$ cat config.mk
export PLATFORM = sky130hd
export DESIGN_NAME = shift_add_multiplier
export DESIGN_NICKNAME = d
export VERILOG_FILES = /design/src/rtl/shift_add_multiplier.sv
export SDC_FILE = /design/constraint.sdc
export NUM_CORES = 1
export LEC_CHECK = 0
export BUFFER_PORTS_ARGS = -buffer_cell sky130_fd_sc_hd__buf_4
export CAP_MARGIN = 15
export CORE_MARGIN = 10
export CORE_UTILIZATION = 30
export CTS_BUF_LIST = sky130_fd_sc_hd__clkbuf_8
export DETAILED_ROUTE_END_ITERATION = 8
export GPL_TIMING_DRIVEN = 0
export SYNTH_ARGS = -nofsm -noshare
export SYNTH_HDL_FRONTEND = slang
export SYNTH_SLANG_ARGS = --single-unit
$ cat constraint.sdc
create_clock -name clk -period 10.1 [get_ports clk]
set_clock_uncertainty 0.15 [all_clocks]
set_input_delay 0 -clock clk [delete_from_list [all_inputs] [get_ports clk]]
set_output_delay 0 -clock clk [all_outputs]
set_load 0.02 [all_outputs]
$ cat src/rtl/shift_add_multiplier.sv
// ---------------------------------------------------------------------------
// shift_add_multiplier
//
// Sequential unsigned shift-and-add multiplier feeding the calculator's
// binary-to-BCD display stage. A start pulse in IDLE latches both operands.
// Each CALC cycle conditionally adds the shifted multiplicand and shifts the
// multiplier right. FINISH registers the product and error flag and pulses
// done.
//
// Optional feature: define SHIFT_ADD_EARLY_TERM_EN to leave CALC as soon as
// the remaining multiplier bits are all zero. At least one CALC step always
// runs, and the result is the same as in fixed-latency mode.
//
// Handshake: start is a request that is sampled only in IDLE. There is no
// ready signal; busy=1 means a start will be ignored. done is a one-cycle
// registered pulse, and product/err are valid from that cycle until the next
// FINISH or clr.
//
// Ports:
//   clk          rising-edge clock
//   rst_n        synchronous active-low reset
//   start        begin a multiplication (IDLE only)
//   clr          clear product/err/show_result (IDLE only, beats start)
//   multiplicand operand A, WIDTH bits
//   multiplier   operand B, WIDTH bits
//   busy         high in CALC and FINISH
//   done         one-cycle completion pulse
//   product      registered 2*WIDTH-bit raw result (never saturated)
//   err          product > LIMIT (too large for four display digits)
//   show_result  1: display product, 0: display operand
// ---------------------------------------------------------------------------
module shift_add_multiplier #(
  parameter int WIDTH = 8,
  parameter int LIMIT = 9999
) (
  input  logic                 clk,
  input  logic                 rst_n,
  input  logic                 start,
  input  logic                 clr,
  input  logic [WIDTH-1:0]     multiplicand,
  input  logic [WIDTH-1:0]     multiplier,
  output logic                 busy,
  output logic                 done,
  output logic [2*WIDTH-1:0]   product,
  output logic                 err,
  output logic                 show_result
);

  localparam int PW = 2 * WIDTH;
  localparam int CW = $clog2(WIDTH + 1);

  typedef enum logic [1:0] {
    IDLE   = 2'd0,
    CALC   = 2'd1,
    FINISH = 2'd2
  } state_t;

  // state is kept as a named typed signal so that checkers can bind to it.
  state_t            state;
  state_t            state_nxt;

  logic [WIDTH-1:0]  mcand_r;
  logic [WIDTH-1:0]  mplr_r;
  logic [PW-1:0]     acc;
  logic [CW-1:0]     cnt;
  logic [PW-1:0]     addend;
  logic              last_step;

  // The multiplicand is shifted into position by the step count. It is
  // widened first, so the sum can never overflow 2*WIDTH bits.
  always_comb begin
    addend = PW'(mcand_r) << cnt;
  end

  always_comb begin
    last_step = (cnt == CW'(WIDTH - 1));
`ifdef SHIFT_ADD_EARLY_TERM_EN
    // The multiplier value after this step's shift is zero, so no later
    // step can add anything.
    if ((mplr_r >> 1) == '0) begin
      last_step = 1'b1;
    end
`endif
  end

  always_comb begin
    state_nxt = state;
    case (state)
      IDLE:    if (start && !clr) state_nxt = CALC;
      CALC:    if (last_step)     state_nxt = FINISH;
      FINISH:                     state_nxt = IDLE;
      default:                    state_nxt = IDLE;
    endcase
  end

  assign busy = (state == CALC) || (state == FINISH);

  always_ff @(posedge clk) begin
    if (!rst_n) begin
      state       <= IDLE;
      mcand_r     <= '0;
      mplr_r      <= '0;
      acc         <= '0;
      cnt         <= '0;
      product     <= '0;
      err         <= 1'b0;
      done        <= 1'b0;
      show_result <= 1'b0;
    end else begin
      state <= state_nxt;
      done  <= 1'b0;
      case (state)
        IDLE: begin
          if (clr) begin
            product     <= '0;
            err         <= 1'b0;
            show_result <= 1'b0;
          end else if (start) begin
            mcand_r     <= multiplicand;
            mplr_r      <= multiplier;
            acc         <= '0;
            cnt         <= '0;
            show_result <= 1'b0;
          end
        end
        CALC: begin
          if (mplr_r[0]) begin
            acc <= acc + addend;
          end
          mplr_r <= mplr_r >> 1;
          cnt    <= cnt + CW'(1);
        end
        FINISH: begin
          product     <= acc;
          err         <= (acc > PW'(LIMIT));
          show_result <= 1'b1;
          done        <= 1'b1;
        end
        default: ;
      endcase
    end
  end

endmodule

==> results.yml <==
layout:
  design_area_sq_um: 4158
  nets: 512
  areaGrowthSynthToFinish_pct: 27.51
  num_antenna_cells: 0
  drive_above_1_share_pct: 14.47
power:
  p_per_area_nw_per_um2: 137.5
  seqPwrFrac_pct: 41.6
  finalPower_uw: 571.7
  swShare_pct: 26.77
  p_leak_nw: 1.714
  p_switching_uw: 153.0
  internal_power_uw: 418.7
  p_clk_share_pct: 43.1
  ir_worst_vdd_mv: 0.06858
  combPwrFrac_pct: 15.3
synthesis:
  synthArstFlopShare_pct: 0
  synth_edf_count: 0
  synth.avg_cell_area_sq_um: 8.111
  ys_ff_latch: 57
  ys_seq_area_share_pct: 35.00
  syn_nets: 442
  yosys_most_used_dff: "dfxtp_1"
  synth_warnings: 0
  ys_types: 51
  synth.cell_area_sq_um: 3261
  yosysTopAreaCell: "dfxtp_1"
  synthTopCellsByCount: "dfxtp_1 (57), nor2_1 (56), nand2_1 (52), a21oi_1 (30), a22oi_1 (23)"
  synth_top_cell_area_share_pct: 35.00
  syn_inst: 402
  synth.most_common_cell: "dfxtp_1"
  synth.area.top_cells: "dfxtp_1 (35%), ha_1 (7.3%), nor2_1 (6.4%)"
timing:
  setup_viol: 0
  setup_ws_ns: 6.258
  finalCriticalPeriod_ns: 3.842
  fmax_mhz: 260.3
  maxSlewHeadroom_pct: 43.53
  worst_pin_slew_ns: 0.8470
  tns_ns: 0
  rsz0062_at_grt: "no"
  finalHoldViolCount: 0
  period_share_pct: 38.04
  drv_slew: 0
clock_tree:
  h-tree-depth: 3
  cts.sinks: 57
  hold_buffers: 20
  root_buffer: "clkbuf_8"
  path_clk_slew_ns: 0.07
  postCtsSetupRepairBufs: 0
  cts_tree: "yes"
  clock_path_buffers: 2
  cts_resized: 0
  clock_latency_ns: 0.34
  cts_made_buffers: 9
route:
  wl_per_cell_microns: 14.29
  drt_iter0_drc: 171
  vias_per_cell: 4.989
  route.detailed.drc: 0
  ant_nets: 0
  routed_wl_microns: 8816
  drt_first_pass_iters: 5
  vias: 3078
setup_path:
  slowest_stage: "clkbuf_1"
  crit_required_ns: 10.18
  crit_chain: "buf_6, clkbuf_1, mux2i_1, nand2_1, o21ai_0, mux2i_1, nor2b_1, ha_1, a21oi_1, o21ai_1, o311a_1, o2111ai_2, nand4_1, and3_1, a211o_1"
  critical-path-top-delay-family: "compound AO/OA/AOI/OAI gates"
  startpoint_type: "flop"
  worst_path_largest_cell_delay_ns: 0.42
  crit_path_frequent_cell: "mux2i_1"
  crit_path_max_fanout: 10
  crit_type: "reg -> reg"
  end_kind: "flop"
  arrival_ns: 3.93
  crit_buf_inv: 2
placed_design:
  pre_cts_slack_ns: 6.367
  portBuffers: 39
  dpl.hpwl_microns: 6606
  placed_area_sq_um: 3729
  place.gp.congestion: 0.8405
run_status:
  status: "finished clean"
grt:
  grt_antenna_before_repair: 0
  grt_pass1_wl_microns: 14820
  grt-ovfl-total: 0
  track_usage_pct: 11.25
  grt_pass1_vias: 3095
  grt_max_degree: 11
floorplan:
  die_h_microns: 124.3
  coreArea_sq_um: 10750
  die_area_sq_um: 15440
  row_count: 38
  die_x_microns: 124.3
  pin_count: 40
  initial_core_util_pct: 30.34
hold_path:
  hold_path_class: "in -> reg"
flow_run:
  drv_cap: 0
-- worst reg2reg max path: stages, from the launching register on --
cell and delay [ns]:
dfxtp_1 0.35, buf_6 0.14, clkbuf_1 0.42, mux2i_1 0.33, nand2_1 0.07, o21ai_0 0.14, mux2i_1 0.15, nor2b_1 0.16
ha_1 0.33, a21oi_1 0.18, o21ai_1 0.13, o311a_1 0.34, o2111ai_2 0.21, nand4_1 0.15, and3_1 0.21, a211o_1 0.26
-- metal layers --
layer / up-vias / global-route usage, % / part of all wire (%)
li1: 1577 / - / -
met1: 1429 / 13.60 / 47
met2: 62 / 18.64 / 47
met3: 10 / 3.319 / 4.4
met4: 0 / 3.633 / 1.2
met5: - / 0 / 0
-- final cells by class --
class | instances | area [sq um]
tap | 140 | 175.2
timing repair buffer | 59 | 493.0
buffer | 20 | 85.08
fill | 1120 | 6588
clock inverter | 5 | 77.57
clock buffer | 11 | 151.4
multi-input combinational | 311 | 1982
inverter | 14 | 52.55
sequential | 57 | 1141
-- flip-flops by register name (all words and copies together) (netlist names) --
register	flops
show_result	1
product	16
err	1
state	2
mcand_r	8
cnt	4
acc	16
mplr_r	8
done	1
-- worst paths after layout --
kind,startpoint,to,slack (ns),depth (start not counted)
max,cnt[1],acc[15],6.26,15
min,multiplicand[1],mcand_r[1],0.31,4
max reg2reg,cnt[1],acc[15],6.26,15
min reg2reg,acc[2],acc[2],0.34,2
-- kinds of logic after synthesis --
family | count (synthesis) | synth area share [%]
multiplexers | 22 | 7.713
AO/OA/AOI/OAI | 120 | 24.48
buffers and inverters | 34 | 4.221
XOR/XNOR | 8 | 2.149
AND/OR/NAND/NOR | 141 | 18.53
adder cells (fa/ha/maj) | 20 | 7.905
flip-flops | 57 | 35.00
-- power by group through the flow --
stage	combinational [mW]	sequential, mW	clock, mW
6_report	0.0877	0.238	0.246
4_1_cts	0.0878	0.238	0.253
3_5_place_dp	0.0813	0.243	0
2_1_floorplan	0.0558	0.242	0
3_3_place_gp	0.0803	0.242	0
5_1_grt	0.0980	0.239	0.262
-- cell usage in the layout, fill, tap and decap left out, types with 5 or more instances in the layout --
| master | instances |
|---|---|
| dfxtp_1 | 57 |
| inv_1 | 14 |
| buf_1 | 5 |
| mux2_2 | 5 |
| a211oi_1 | 8 |
| nor2_1 | 56 |
| clkbuf_1 | 12 |
| dlygate4sd3_1 | 20 |
| o21ai_0 | 20 |
| nor3_1 | 5 |
| ha_1 | 19 |
| buf_4 | 39 |
| xor2_1 | 5 |
| nor2b_1 | 5 |
| a21oi_1 | 30 |
| mux2i_1 | 15 |
| nand3_1 | 6 |
| a22oi_1 | 23 |
| clkbuf_8 | 11 |
| nand2_1 | 52 |
| and3_1 | 5 |
| o21a_1 | 7 |
-- through the flow --
step | hold WS (ns) | utilization (%) | std cells
6_report | 0.3070 | 38.69 | 617
5_1_grt | 0.3164 | 38.69 | 617
4_1_cts | 0.3021 | 38.69 | 617
3_5_place_dp | 0.1126 | 34.70 | 581
3_3_place_gp | 0.1070 | 34.70 | 581
2_1_floorplan | -0.02271 | - | 402
Note: power is estimated with default switching activity, not from simulation.
